`config.mk`:
```
export PLATFORM = sky130hd
export DESIGN_NAME = maxnet_controller
export DESIGN_NICKNAME = d
export VERILOG_FILES = /design/src/rtl/maxnet_controller.sv
export SDC_FILE = /design/constraint.sdc
export NUM_CORES = 1
export LEC_CHECK = 0
export BUFFER_PORTS_ARGS = -buffer_cell sky130_fd_sc_hd__clkbuf_2
export CAP_MARGIN = 30
export CELL_PAD_IN_SITES_DETAIL_PLACEMENT = 0
export CELL_PAD_IN_SITES_GLOBAL_PLACEMENT = 1
export CORE_ASPECT_RATIO = 1.75
export CORE_MARGIN = 8
export CORE_UTILIZATION = 44
export CTS_BUF_LIST = sky130_fd_sc_hd__clkbuf_8 sky130_fd_sc_hd__clkbuf_16
export DETAILED_ROUTE_END_ITERATION = 12
export PLACE_DENSITY_LB_ADDON = 0.05
export SYNTH_ARGS = -nofsm -noshare
export SYNTH_HDL_FRONTEND = slang
export SYNTH_SLANG_ARGS = --single-unit
```
`constraint.sdc`:
```
create_clock -name clk -period 4.9 [get_ports clk]
set_input_delay 0.245 -clock clk [delete_from_list [all_inputs] [get_ports clk]]
set_output_delay 0.245 -clock clk [all_outputs]
set_load 0.01 [all_outputs]
```
`src/rtl/maxnet_controller.sv`:
```
// Sequencer for the 4-neuron Maxnet datapath: loads epsilon and the initial activations,
// then repeats PLU rounds until a winner appears or the run is bounded by overflow, iteration limit or timeout.
module maxnet_controller #(
    parameter int MAX_ITER    = 64,
    parameter int ITER_W      = 7,
    parameter int PLU_TIMEOUT = 255,
    parameter int TMO_W       = 8
) (
    input  logic              clk,
    input  logic              rst,
    input  logic              go,
    input  logic              abort,
    input  logic              plu_done,
    input  logic              finish,
    input  logic              overflow,
    output logic              rst_plu,
    output logic              eps_reg_we,
    output logic              we_prim,
    output logic              we_a_reg,
    output logic              mux_sel,
    output logic              start,
    output logic              busy,
    output logic              done,
    output logic [1:0]        status,
    output logic [ITER_W-1:0] iter_count
);

    localparam logic [ITER_W-1:0] MAX_ITER_C = ITER_W'(MAX_ITER);
    localparam logic [TMO_W-1:0]  TMO_LIMIT  = TMO_W'(PLU_TIMEOUT);

    localparam logic [1:0] ST_OK       = 2'b00;
    localparam logic [1:0] ST_OVERFLOW = 2'b01;
    localparam logic [1:0] ST_ITER_LIM = 2'b10;
    localparam logic [1:0] ST_TIMEOUT  = 2'b11;

    typedef enum logic [2:0] {
        IDLE,
        LOAD,
        ARM,
        WAIT_PLU,
        CHECK,
        UPDATE,
        FIN
    } state_t;

    state_t            state_reg, state_next;
    logic [1:0]        status_reg, status_next;
    logic [ITER_W-1:0] iter_reg, iter_next;
    logic [TMO_W-1:0]  tmo_reg, tmo_next;

    logic rst_plu_reg, rst_plu_next;
    logic eps_we_reg, eps_we_next;
    logic we_prim_reg, we_prim_next;
    logic we_a_reg_reg, we_a_reg_next;
    logic mux_sel_reg, mux_sel_next;
    logic start_reg, start_next;
    logic busy_reg, busy_next;
    logic done_reg, done_next;

    always_ff @(posedge clk) begin
        if (!rst) begin
            state_reg    <= IDLE;
            status_reg   <= ST_OK;
            iter_reg     <= '0;
            tmo_reg      <= '0;
            rst_plu_reg  <= 1'b1;
            eps_we_reg   <= 1'b0;
            we_prim_reg  <= 1'b0;
            we_a_reg_reg <= 1'b0;
            mux_sel_reg  <= 1'b0;
            start_reg    <= 1'b0;
            busy_reg     <= 1'b0;
            done_reg     <= 1'b0;
        end else begin
            state_reg    <= state_next;
            status_reg   <= status_next;
            iter_reg     <= iter_next;
            tmo_reg      <= tmo_next;
            rst_plu_reg  <= rst_plu_next;
            eps_we_reg   <= eps_we_next;
            we_prim_reg  <= we_prim_next;
            we_a_reg_reg <= we_a_reg_next;
            mux_sel_reg  <= mux_sel_next;
            start_reg    <= start_next;
            busy_reg     <= busy_next;
            done_reg     <= done_next;
        end
    end

    always_comb begin
        state_next  = state_reg;
        status_next = status_reg;
        iter_next   = iter_reg;
        tmo_next    = tmo_reg;

        case (state_reg)
            IDLE: begin
                if (go && !abort) begin
                    iter_next   = '0;
                    status_next = ST_OK;
                    state_next  = LOAD;
                end
            end
            LOAD: state_next = ARM;
            ARM: begin
                tmo_next   = '0;
                state_next = WAIT_PLU;
            end
            WAIT_PLU: begin
                // Counter parks at the limit rather than wrapping.
                tmo_next = (tmo_reg == TMO_LIMIT) ? tmo_reg : tmo_reg + TMO_W'(1);
                if (plu_done && overflow) begin
                    status_next = ST_OVERFLOW;
                    state_next  = FIN;
                end else if (plu_done) begin
                    state_next = CHECK;
                end else if (tmo_reg == TMO_LIMIT) begin
                    status_next = ST_TIMEOUT;
                    state_next  = FIN;
                end
            end
            CHECK: begin
                iter_next = (iter_reg == MAX_ITER_C) ? iter_reg : iter_reg + ITER_W'(1);
                if (finish) begin
                    status_next = ST_OK;
                    state_next  = FIN;
                end else if ((iter_reg + ITER_W'(1)) == MAX_ITER_C) begin
                    status_next = ST_ITER_LIM;
                    state_next  = FIN;
                end else begin
                    state_next = UPDATE;
                end
            end
            UPDATE:  state_next = ARM;
            FIN:     state_next = IDLE;
            default: state_next = IDLE;
        endcase

        // Abort freezes the run results in place and drops straight to IDLE.
        if (abort && state_reg != IDLE) begin
            state_next  = IDLE;
            status_next = status_reg;
            iter_next   = iter_reg;
        end
    end

    // Outputs are decoded from the next state so the registered pins match the state being entered.
    always_comb begin
        rst_plu_next  = 1'b0;
        eps_we_next   = 1'b0;
        we_prim_next  = 1'b0;
        we_a_reg_next = 1'b0;
        mux_sel_next  = 1'b0;
        start_next    = 1'b0;
        done_next     = 1'b0;
        busy_next     = (state_next != IDLE);

        case (state_next)
            IDLE: rst_plu_next = 1'b1;
            LOAD: begin
                eps_we_next   = 1'b1;
                we_prim_next  = 1'b1;
                we_a_reg_next = 1'b1;
                mux_sel_next  = 1'b1;
                rst_plu_next  = 1'b1;
            end
            ARM: start_next = 1'b1;
            UPDATE: begin
                we_a_reg_next = 1'b1;
                rst_plu_next  = 1'b1;
            end
            FIN: begin
                done_next    = 1'b1;
                rst_plu_next = 1'b1;
            end
            default: ;
        endcase
    end

    assign rst_plu    = rst_plu_reg;
    assign eps_reg_we = eps_we_reg;
    assign we_prim    = we_prim_reg;
    assign we_a_reg   = we_a_reg_reg;
    assign mux_sel    = mux_sel_reg;
    assign start      = start_reg;
    assign busy       = busy_reg;
    assign done       = done_reg;
    assign status     = status_reg;
    assign iter_count = iter_reg;

endmodule

```
# ---- After elaboration in Yosys (flattened, before gate mapping)
# Cells that the tools add are included.
dict set report op_classes {
  n_addsub 2
  eq_ne 18
  n_mux 25
  bitwise 1
  reduce_logical 17
}
# op n
set ops {}
lappend ops {{$mux 2} 8}
lappend ops {{$pmux 8 s2} 1}
lappend ops {{$mux 3} 5}
lappend ops {{$pmux 3 s5} 1}
lappend ops {{$eq 7x7->1 const B} 2}
lappend ops {{$mux 7} 2}
lappend ops {{$pmux 7 s2} 1}
lappend ops {{$eq 3x3->1 const B} 4}
lappend ops {{$eq 3x2->1 const B} 3}
lappend ops {{$ne 3x3->1 const B} 3}
lappend ops {{$reduce_bool 3->1} 3}
lappend ops {{$add 8x1->8 const B} 1}
lappend ops {{$eq 8x8->1 const B} 1}
lappend ops {{$mux 8} 1}
lappend ops {{$add 7x1->7 const B} 1}
lappend ops {{$eq 3x1->1 const B} 2}
lappend ops {{$logic_not 3->1} 2}
lappend ops {{$ne 2x2->1 const B} 3}
lappend ops {{$pmux 2 s3} 1}
lappend ops {{$reduce_and 6->1} 1}
lappend ops {{$mux 1} 5}
lappend ops {{$reduce_and 4->1} 1}
lappend ops {{$reduce_bool 2->1} 2}
lappend ops {{$reduce_or 2->1} 2}
lappend ops {{other kinds (5)} 7}
dict set report totals {
  register_bits 26
  output_inout_bits 17
}

# ---- Longest topological paths before layout
dict set report logic_depth {
  depth_word 9
  depth_mapped 7
  mapped_depth_nobuf 6
}

# ---- Worst setup path before layout
# No wires, ideal clock.
dict set report synth_timing {
  path_kind {register to register}
  startpoint {reg state_reg[1]}
  endpoint {reg iter_reg[5], in the netlist iter_count[5]}
  setup_time_ps 70
  t_arrival_ps 1749
  path_slack_ps 3081
  path_stages_with_launch 8
  n_path_buf 2
  path_cell_list {dfxtp_1 > buf_6 > or2_1 > buf_6 > nor3_4 > o211ai_4 > or4_1 > a21boi_1}
}
dict set report synth_via {
  elab_chain_len 4
}
# item line
set synth_rtl {}
lappend synth_rtl {{from (decl)} 46} ;# state_t state_reg, state_next;
lappend synth_rtl {{from (signal assigned)} 75} ;# state_reg <= state_next;
lappend synth_rtl {{branches (longest 4 deep; another with $reduce_and 4->1)} -}
lappend synth_rtl {{to (signal assigned)} 77} ;# iter_reg <= iter_next;
lappend synth_rtl {{to (decl)} 48} ;# logic [ITER_W-1:0] iter_reg, iter_next;
# Several ways; the timed one is not identified.
# A chain may end at the register's enable or synchronous reset.

# ---- Final worst setup path
# Ends and elaborated chain as after synthesis.

==> flow_summary.json <==
{
  "crit_fanout": 9,
  "place.port_buffers": 23,
  "fmax_mhz": 510,
  "drt_iter0_markers": 24,
  "slowest_delay_ns": 0.50,
  "n_antenna_cell": 0,
  "regArea_um2": 520,
  "design_area_mm2": 0.00159,
  "maxCapViolations": 0,
  "start_kind": "flip-flop",
  "vias": 1295,
  "crit_type": "flip-flop to flip-flop",
  "crit_arrival_ns": 2.17,
  "synth_edf_count": 0,
  "hold_buffers": 0,
  "whs_ns": 0.393,
  "critPathRequiredTime_ns": 5.11,
  "die_h_um": 91.3,
  "std_cell_rows": 27,
  "critical-path-top-delay-family": "simple AND/OR/NAND/NOR gates",
  "grt_max_degree": 16,
  "finalWorstSetupSlack_ns": 2.94,
  "antenna_left": 0,
  "io_pins": 24,
  "grt_usage_pct": 14.3,
  "totalWireLength_mm": 3.58,
  "synthCells": 171,
  "clockBufferDepth": 2,
  "worstPathCellList": "or2_1 -> nor3_4 -> o211ai_4 -> or4_1 -> a21boi_1",
  "root_buffer": "clkbuf_8",
  "power_leakage_nw": 0.640,
  "multiInputGateArea_um2": 821,
  "ys_warn_count": 0,
  "fin_crit_ns": 1.96,
  "htree_levels": 1,
  "outcome": "complete, no violations",
  "clkTransAtPathRegs_ns": 0.09,
  "crit_path_end_kind": "flip-flop",
  "hp-class": "primary input to flip-flop",
  "antenna_found_initial": 0,
  "grt_overflow_total": 0,
  "synth.distinct_cells": 48,
  "largest_register_ffs": 8,
  "grt_pass1_vias": 1359,
  "start_util_pct": 45.9,
  "cts_buffers": 3,
  "wl_per_cell_um": 15.4,
  "slowest_stage": "or4_1",
  "die_w_um": 59.0,
  "core_area_mm2": 0.00311,
  "dp_slack_ns": 2.96,
  "cts-resized-gates": 0,
  "ys_seq_area_share_pct": 36.5,
  "drive_gt1_share_pct": 16.4,
  "dp_hpwl_mm": 2.78,
  "fin_nets": 200,
  "final.setup_skew_ns": 0.00335,
  "clock-sinks": 26,
  "worstPathBufferInverterCount": 0,
  "synth_nets": 181,
  "grt_setup_unrepaired": "false",
  "clk_latency_ns": 0.27,
  "die_area_mm2": 0.00539,
  "viasPerCell": 5.58,
  "async_flop_share_pct": 0,
  "setup_violations": 0,
  "syn_area_mm2": 0.00143,
  "fin_crit_sh_pct": 40.0,
  "worst_slew_pin_slew_ns": 0.612,
  "synthToLayoutAreaGrowth_pct": 11.7,
  "fin_setup_tns_ns": 0,
  "final_hold_viol_count": 0,
  "routabilityCongestion": 0.801,
  "ir_drop_mv": 0.180,
  "synth_seq_cells": 26,
  "p_per_area_mw_per_mm2": 260,
  "postCtsSetupRepairBufs": 0,
  "place_area_mm2": 0.00154,
  "syn_area_per_cell_um2": 8.33,
  "nFillCells": 330,
  "tritoncts": "done",
  "route.detailed.drc": 0,
  "drv_slew": 0,
  "first_pass_iters": 4,
  "grt_pass1_wl_mm": 6.16,
  "slew_headroom_pct": 58.8,
  "ys.flop_type": "dfxtp_1"
}
## routing by layer
metal,routed length (um),part of all wire (%),GRT usage [%],up-vias
met5,0,0,0,-
met4,61,1.7,5.62,0
met3,102,2.9,1.98,6
met2,2000,56,27.1,35
met1,1420,40,14.7,605
li1,-,-,-,649
## logic make-up after synthesis
group / Yosys count / share of synthesized area, %
AOI/OAI and AO/OA: 44 / 23.3
xor gates and xnor gates: 4 / 2.46
adders and majority gates: 3 / 2.63
buffers and inverters: 16 / 5.88
DFF: 26 / 36.5
muxes: 1 / 0.702
and+or+nand+nor: 77 / 28.5
## worst reg2reg max path: cells and delay by family (launching register included)
family / cells / cell delay [ns]
simple gates: 3 / 1.21
flops: 1 / 0.40
compound gates: 2 / 0.30
## area by class of cell
class                      count  area share, %
tap                           43           3.38
multi-input combinational    129           51.6
inverter                       7           1.65
timing repair buffer          23           7.23
clock buffer                   4           3.46
sequential                    26           32.7
## path summary, 6_finish.rpt
path | start | to | slack [ns] | cells past startpoint
max | state_reg[1]$_SDFF_PN0_ | iter_count[5]$_SDFFE_PN0P_ | 2.94 | 5
min | finish | busy$_SDFF_PN0_ | 0.39 | 3
max reg2reg | state_reg[1]$_SDFF_PN0_ | iter_count[5]$_SDFFE_PN0P_ | 2.94 | 5
min reg2reg | tmo_reg[1]$_SDFFE_PN0P_ | tmo_reg[1]$_SDFFE_PN0P_ | 0.51 | 2
## cell usage after synthesis, drive strengths merged (3+ instances only)
library cell,number,area [um^2]
inv,7,26.3
and3b,3,26.3
o21ai,10,50.1
nand2,15,56.3
nor3,4,31.3
nand3,9,45.0
o211a,4,40.0
buf,5,42.5
ha,3,37.5
clkbuf,4,15.0
a21boi,7,52.6
dfxtp,26,521
nor2,23,88.8
xnor2,4,35.0
or3,4,25.0
a21oi,7,35.0
## cell usage in the layout, fill, tap and decap left out, types with 2 or more instances in the layout
cell and n:
and3b_1 3, o211a_1 4, clkbuf_2 23, nand3b_1 2
a21oi_1 7, nand2_1 15, nor2b_1 2, or2_1 2
nor3_1 3, nand2b_1 2, o21ai_0 10, a21boi_0 3
nor2_1 22, a21boi_1 4, or3b_1 2, or4_1 2
nor4_1 2, a211o_1 2, clkbuf_8 4, dfxtp_1 26
or3_1 4, xnor2_1 4, nand3_1 9, ha_1 3
inv_1 7, o22ai_1 2
## through the flow
| stage | total power, W | instances | util [%] |
|---|---|---|---|
| after floorplan | 0.000269 | 171 | - |
| after global placement | 0.000280 | 228 | 49.4 |
| after detailed placement | 0.000281 | 228 | 49.4 |
| after CTS | 0.000419 | 232 | 51.2 |
| after global routing | 0.000435 | 232 | 51.2 |
| final | 0.000414 | 232 | 51.2 |
## power by group
group	switching (W)	leakage, nW	internal (W)
logic	0.0000313	0.400	0.0000207
registers	0.00000541	0.211	0.000218
clock network	0.0000668	0.0288	0.0000718
Power figures use the tool's default switching activity.
